<file path="config.mk">
export PLATFORM = sky130hd
export DESIGN_NAME = instr_sequencer
export DESIGN_NICKNAME = d
export VERILOG_FILES = /design/src/rtl/instr_sequencer.sv
export SDC_FILE = /design/constraint.sdc
export NUM_CORES = 1
export LEC_CHECK = 0
export CORE_MARGIN = 3
export CORE_UTILIZATION = 30
export CTS_BUF_LIST = sky130_fd_sc_hd__clkbuf_4
export CTS_CLUSTER_SIZE = 20
export DETAILED_ROUTE_END_ITERATION = 12
export GPL_TIMING_DRIVEN = 1
export SETUP_SLACK_MARGIN = 0.05
export SYNTH_ARGS = -nofsm -noshare
export SYNTH_HDL_FRONTEND = slang
export SYNTH_SLANG_ARGS = --single-unit
</file>
<file path="constraint.sdc">
create_clock -name clock -period 3.31 [get_ports clock]
set_clock_uncertainty 0.1 [all_clocks]
set_input_delay 0.331 -clock clock [delete_from_list [all_inputs] [get_ports clock]]
set_output_delay 0.331 -clock clock [all_outputs]
set_load 0.01 [all_outputs]
</file>
<file path="src/rtl/instr_sequencer.sv">
// Instruction sequencer: feeds the core's iin/Run from a writable program memory, then waits for Done.
// Optional macro SEQ_WRAP_EN: on Done at the last address, pc wraps to 0 instead of halting.
`timescale 1ns/1ps
module instr_sequencer #(
  parameter int                DATA_W    = 16,
  parameter int                ADDR_W    = 4,
  parameter logic [DATA_W-1:0] HALT_WORD = 16'hFFFF,
  parameter int                TIMEOUT   = 64
) (
  input  logic              clock,
  input  logic              reset,
  input  logic              start,
  input  logic              done,
  input  logic              prog_we,
  input  logic [ADDR_W-1:0] prog_addr,
  input  logic [DATA_W-1:0] prog_data,
  output logic [DATA_W-1:0] iin,
  output logic              run,
  output logic [ADDR_W-1:0] pc,
  output logic [15:0]       issued,
  output logic              halted,
  output logic              error
);
  localparam int                DEPTH      = 2 ** ADDR_W;
  localparam int                TW         = $clog2(TIMEOUT + 1);
  localparam logic [ADDR_W-1:0] PC_LAST    = ADDR_W'(DEPTH - 1);
  localparam logic [TW-1:0]     TIMER_LAST = TW'(TIMEOUT - 1);

  typedef enum logic [2:0] {S_IDLE, S_FETCH, S_ISSUE, S_WAIT, S_HALT} state_t;

  state_t            r_state;
  state_t            w_state_next;
  logic [DATA_W-1:0] r_mem [DEPTH];
  logic [DATA_W-1:0] r_iin;
  logic [ADDR_W-1:0] r_pc;
  logic [15:0]       r_issued;
  logic              r_error;
  logic [TW-1:0]     r_timer;

  logic              w_loadable;
  logic              w_last;
  logic              w_timeout;
  logic [DATA_W-1:0] w_fetch_word;

  assign w_loadable   = (r_state == S_IDLE) || (r_state == S_HALT);
  assign w_last       = (r_pc == PC_LAST);
  assign w_fetch_word = r_mem[r_pc];
  // r_timer counts cycles since the run pulse; the last permitted Done cycle is TIMEOUT-1.
  assign w_timeout    = (r_state == S_WAIT) && !done && (r_timer == TIMER_LAST);

  // NOTE: program memory has no reset branch; its contents must survive reset and need no flops' reset tree.
  always_ff @(posedge clock) begin
    if (prog_we && w_loadable) begin
      r_mem[prog_addr] <= prog_data;
    end
  end

  always_ff @(posedge clock or posedge reset) begin
    if (reset) begin
      r_state <= S_IDLE;
    end else begin
      r_state <= w_state_next;
    end
  end

  // NOTE: next state defaults to the current state first, so no path leaves it unassigned (no latch).
  always_comb begin
    w_state_next = r_state;
    unique case (r_state)
      S_IDLE, S_HALT: if (start) w_state_next = S_FETCH;
      S_FETCH:        w_state_next = (w_fetch_word == HALT_WORD) ? S_HALT : S_ISSUE;
      S_ISSUE:        w_state_next = S_WAIT;
      S_WAIT: begin
        if (done) begin
`ifdef SEQ_WRAP_EN
          w_state_next = S_FETCH;
`else
          w_state_next = w_last ? S_HALT : S_FETCH;
`endif
        end else if (w_timeout) begin
          w_state_next = S_HALT;
        end
      end
      default:        w_state_next = S_IDLE;
    endcase
  end

  always_ff @(posedge clock or posedge reset) begin
    if (reset) begin
      r_iin    <= '0;
      r_pc     <= '0;
      r_issued <= '0;
      r_error  <= 1'b0;
      r_timer  <= '0;
    end else begin
      unique case (r_state)
        S_IDLE, S_HALT: begin
          if (start) begin
            r_pc     <= '0;
            r_issued <= '0;
            r_error  <= 1'b0;
          end
        end
        S_FETCH: r_iin   <= w_fetch_word;
        S_ISSUE: r_timer <= TW'(1);
        S_WAIT: begin
          r_timer <= r_timer + 1'b1;
          if (done) begin
            if (r_issued != 16'hFFFF) r_issued <= r_issued + 16'd1;
`ifdef SEQ_WRAP_EN
            r_pc <= w_last ? '0 : r_pc + 1'b1;
`else
            if (!w_last) r_pc <= r_pc + 1'b1;
`endif
          end else if (w_timeout) begin
            r_error <= 1'b1;
          end
        end
        default: ;
      endcase
    end
  end

  // run and halted decode the state register, so reset clears them without waiting for a clock.
  assign run    = (r_state == S_ISSUE);
  assign halted = (r_state == S_HALT);
  assign iin    = r_iin;
  assign pc     = r_pc;
  assign issued = r_issued;
  assign error  = r_error;

endmodule

</file>
=== Yosys cells after proc, flatten, opt, wreduce, memory -nomap -nowiden ===
Memories as Yosys holds them, arrays and structs flattened.
Cells that the tools add are included.

* Memories: 1
* Bits in writable memories: 256
* Word-level logic and storage cells: 59
* Register bits: 47
* Output and inout port bits: 39
* Bits of input ports: 25

{| class="wikitable"
|+ Memories
! memory !! depth !! bits a word !! rd ports !! clocked after memory_dff !! write ports !! RTL line !! source
|-
| r_mem || 16 || 16 || 1 || 0 || 1 || 33 || <nowiki>logic [DATA_W-1:0] r_mem [DEPTH];</nowiki>
|}

* Equality and inequality tests: 15
* Reductions and logical operators: 13
* $add $sub $neg: 3
* Multiplexer cells: 21

{| class="wikitable"
|+ Operator list
! kind !! count
|-
| $mux W16 || 3
|-
| $pmux W16 S2 || 1
|-
| $add A16 B1 Y16 const B || 1
|-
| $eq A16 B16 Y1 const B || 1
|-
| $ne A16 B16 Y1 const B || 1
|-
| $mux W3 || 5
|-
| $pmux W7 S2 || 1
|-
| $mux W4 || 3
|-
| $pmux W3 S4 || 1
|-
| $reduce_and A4 Y1 || 3
|-
| $ne A2 B2 Y1 const B || 5
|-
| $pmux W4 S2 || 1
|-
| $add A7 B1 Y7 const B || 1
|-
| $eq A7 B6 Y1 const B || 1
|-
| $eq A3 B2 Y1 const B || 2
|-
| $mux W1 || 5
|-
| $add A4 B1 Y4 const B || 1
|-
| $eq A4 B4 Y1 const B || 1
|-
| $reduce_bool A2 Y1 || 2
|-
| $eq A3 B1 Y1 const B || 1
|-
| $eq A3 B3 Y1 const B || 1
|-
| $logic_and A1 B1 Y1 || 3
|-
| $logic_not A3 Y1 || 1
|-
| $ne A3 B3 Y1 const B || 1
|-
| 6 further kinds || 6
|}

=== Longest topological paths before layout ===
Gate-level depths: netlist of run 1.

* Depth after elaboration: 6
* Depth in mapped cells: 11
* Mapped depth without buffers: 7

=== Worst setup path before layout of run 1 ===
OpenSTA, ideal clock, no wires.

* Path type: register to register
* From: reg r_state[1]
* To: mem r_mem[0][0] (enable)
* Cell stages (with the launch flop): 5
* Clock period less this slack: 2.760 ns
* Buffers on the path: 0
* Setup slack: 0.550 ns
* Arrival time: 2.251 ns
* Library setup time: 0.409 ns
* Required time: 2.801 ns
* Cell sequence: dfrtp_1 nor2_1 nand2_1 or3_1 nor3_1

* Cells in the longest elaborated chain, start to end: 5
* Elaborated cells on any way between the ends: 6
* Classes of those cells: eq/ne: 1; mux: 2; reduce/logical: 3

{| class="wikitable"
|+ Ends and longest elaborated chain
! item !! RTL line !! source
|-
| from (decl) || 31 || <nowiki>state_t r_state;</nowiki>
|-
| from (signal assigned) || 62 || <nowiki>r_state <= w_state_next;</nowiki>
|-
| $eq A3 B3 Y1 or $logic_not A3 Y1 (tied branches) || 45 || <nowiki>assign w_loadable = (r_state == S_IDLE) || (r_state == S_HALT);</nowiki>
|-
| $logic_or A1 B1 Y1 (*) || 45 ||
|-
| $logic_and A1 B1 Y1 (*) || 53 || <nowiki>if (prog_we && w_loadable) begin</nowiki>
|-
| $mux W1 (*) || 53 ||
|-
| $mux W1 (not written as such) (*) || 54 || <nowiki>r_mem[prog_addr] <= prog_data;</nowiki>
|-
| to (decl) || 33 ||
|}

Every way passes the cells marked *; elsewhere a longest branch is shown, timed or not.

=== Final worst setup path of run 1 ===
* From: reg r_state[0]
* To: mem r_mem[8][5] (enable)

The elaborated chain is that of the path after synthesis.

==> results of run 1 <==
==> cell families after synthesis <==
logic type | share of synthesized area, %
buffers and inverters | 2.07
adder cells (fa/ha/maj) | 0.309
XOR/XNOR | 0.576
flip-flops | 72.9
AND/OR/NAND/NOR | 6.21
AO/OA/AOI/OAI | 4.47
multiplexers | 13.5
==> through the flow <==
stage	setup slack, ns	hold WS, ns
2_1_floorplan	0.550	0.330
5_1_grt	0.222	0.327
3_3_place_gp	0.513	0.366
6_report	0.459	0.378
4_1_cts	0.400	0.298
3_5_place_dp	0.469	0.370
==> placed cells by master (no fill, tap or decap), types with 3 or more instances in the layout <==
master / count
a21o_1: 3
a21oi_1: 11
a221oi_1: 6
a22o_1: 8
a22oi_1: 8
and2_1: 6
and3_1: 6
buf_12: 11
buf_4: 31
clkbuf_4: 117
clkdlybuf4s50_1: 63
clkinv_1: 16
dfrtp_1: 45
edfxtp_1: 256
ha_1: 3
inv_1: 10
mux2_2: 7
mux2i_1: 22
mux4_1: 9
mux4_2: 49
nand2_1: 47
nand2b_1: 6
nand3_1: 8
nand4_1: 5
nor2_1: 30
nor2_2: 12
nor2b_1: 5
nor3_1: 12
nor3_2: 4
nor4_1: 3
o211ai_1: 3
o21ai_0: 25
o22ai_1: 4
or3_1: 4
xnor2_1: 8
==> path summary, 6_finish.rpt <==
path                            start           to
max in group asynchronous       reset    issued[8]
min in group asynchronous       reset    issued[2]
hold / removal                   done   r_state[0]
setup / recovery           r_state[0]  r_mem[8][5]
setup reg to reg           r_state[0]  r_mem[8][5]
hold reg to reg                iin[2]       iin[2]
==> registers in the layout (all words and copies together), names as in the netlist <==
signal,count
iin,16
error,1
pc,4
r_mem,256
r_state,3
r_timer,7
issued,16
==> worst register-to-register path, stage by stage (launching register included) <==
cell     delay [ns]
dfrtp_1        0.54
nor2_1         0.57
nand2_1        0.18
or3_1          0.46
nor2_2         0.42
buf_12         0.23
==> metal layers <==
layer / share of wire, % / vias up / track usage [%]
met4: 1.5 / 0 / 3.86
li1: - / 3077 / -
met2: 49 / 224 / 21.8
met1: 43 / 3517 / 17.9
met5: 0 / - / 0
met3: 6.3 / 39 / 3.54
==> layout make-up <==
type / instances / area [um^2] / share of cell area [%]
inverter: 11 / 41.3 / 0.279
multi-input combinational: 336 / 3090 / 20.9
tap: 525 / 657 / 4.44
clock inverter: 23 / 156 / 1.06
timing repair buffer: 106 / 1090 / 7.39
antenna: 1 / 2.50 / 0.0169
clock buffer: 117 / 878 / 5.94
sequential: 303 / 8870 / 60.0
==> where the power goes <==
group / leakage, nW / internal (mW) / switching [mW] / total, mW
Sequential: 2.91 / 4.35 / 0.294 / 4.64
Clock: 0.605 / 1.78 / 1.48 / 3.26
Combinational: 1.58 / 1.43 / 1.47 / 2.89
==> repair_timing <==
| action | in CTS | in global routing |
|---|---|---|
| hold buffers | 1 | 0 |
| hold endpoints to repair | 18 | 0 |
| resized for setup | 0 | 0 |
==> run metrics, run 1 <==
syn_nets 707; H-tree depth 3; Worst Hold Class input port to flop; synth warn 0; die width 207 um; initial antenna violation count 1; I/O Buffers 63; vias 6857; Detailed Routing Iterations Pass 1 7; pin count of the biggest net entering global routing 35; CTS tree done; # IOs 64; R2R setup slack 0.46 ns; Final Hold Viols 0; Post-CTS Setup Repair Bufs 0; Worst Hold Depth 3; Area growth syn-to-layout 21.7%; Yosys cell types 53; post-synthesis sequential area ratio between 70% and 80%; remaining antenna violation count 0; mapped cell area about 12000 um^2; RSZ-0062 raised after global routing false; GR Util All Layers roughly 13%; crit path max fanout 14; CORE AREA 39900 um^2; Placed Area 13700 um^2; fin util 37.1%; cell count after placement 1280; vias in the first global route 7118; Stages on worst setup path 5; final period utilization 86.1%; clk root buf clkbuf_4; initial drt markers roughly 510; gpl congestion 0.778; share of cells above drive strength 1 around 27%; Max IR drop VDD about 370 uV; first-pass GRT wire length ~44 mm; top-area cell type share of the netlist area roughly 63%; Async S/R FF share, synth 15.5%; Arr. time, crit path 3.11 ns; DIE AREA 43000 um^2; Clk pin slew, worst setup/hold paths around 0.070 ns; prevailing post-synth register cell edfxtp_1; WP buf/inv 1; Slew Viols, Final 0; CP max stage delay around 0.57 ns; number of synthesized register bits 303; slew at the pin with the worst max-slew slack 0.764 ns; status finished, final reports clean; synthesized netlist cell count between 600 and 700; reg2reg path depth 5; fin area approximately 15000 um^2; slowest cell on the critical path nor2_1; Num Clock Sinks about 300; total power roughly 11 mW; non-filler cells, final between 1k and 1.5k; Synth area leaders edfxtp_1 (63%), dfrtp_1 (9.7%), mux4_2 (9.1%), mux4_1 (1.9%), mux2i_1 (1.8%); WS Path Type flop to flop; CTS Buf Count 77; Crit path max-delay family simple AND/OR/NAND/NOR gates; synth cell count leaders edfxtp_1 (256), mux4_2 (49), dfrtp_1 (47), nand2_1 (47), nor2_1 (42); Peak Freq around 350 MHz; # fillers 3759; crit path cell chain nor2_1 > nand2_1 > or3_1 > nor2_2 > buf_12; nets 863; GRT Residual Overflow 0; final WL 29.1 mm; Tmin final ~2.9 ns; crit end category flop; Slew HR 49.0%; pwr/cell area 730 nW/um^2; number of enable flip-flop cells after synthesis 256; leakage power total 5.09 nW; num rows between 70 and 80; Worst-Skew Late Latency about 0.71 ns; worst-case clock buffer depth 3; final setup fails 0; hpwl dp ~19 mm; drt via density 4.82; setup TNS 0 ns; DR WL/cell 20.5 um; Critical Path Source Type flop; Syn Area/Cell 17.9 um^2; Synth area leader edfxtp_1; WP data required 3.57 ns; Die H just over 200 um; Initial Util between 30% and 40%; most frequent cell after synthesis edfxtp_1; Max Cap Viol 0; Remaining DRCs 0
(Power assumes the default switching activity.)
==> run 2: changes to the inputs <==
SETUP_SLACK_MARGIN = unset   (was 0.05)
==> results of run 2 <==
The final DEF is identical to that of run 1; final timing and power are the same.
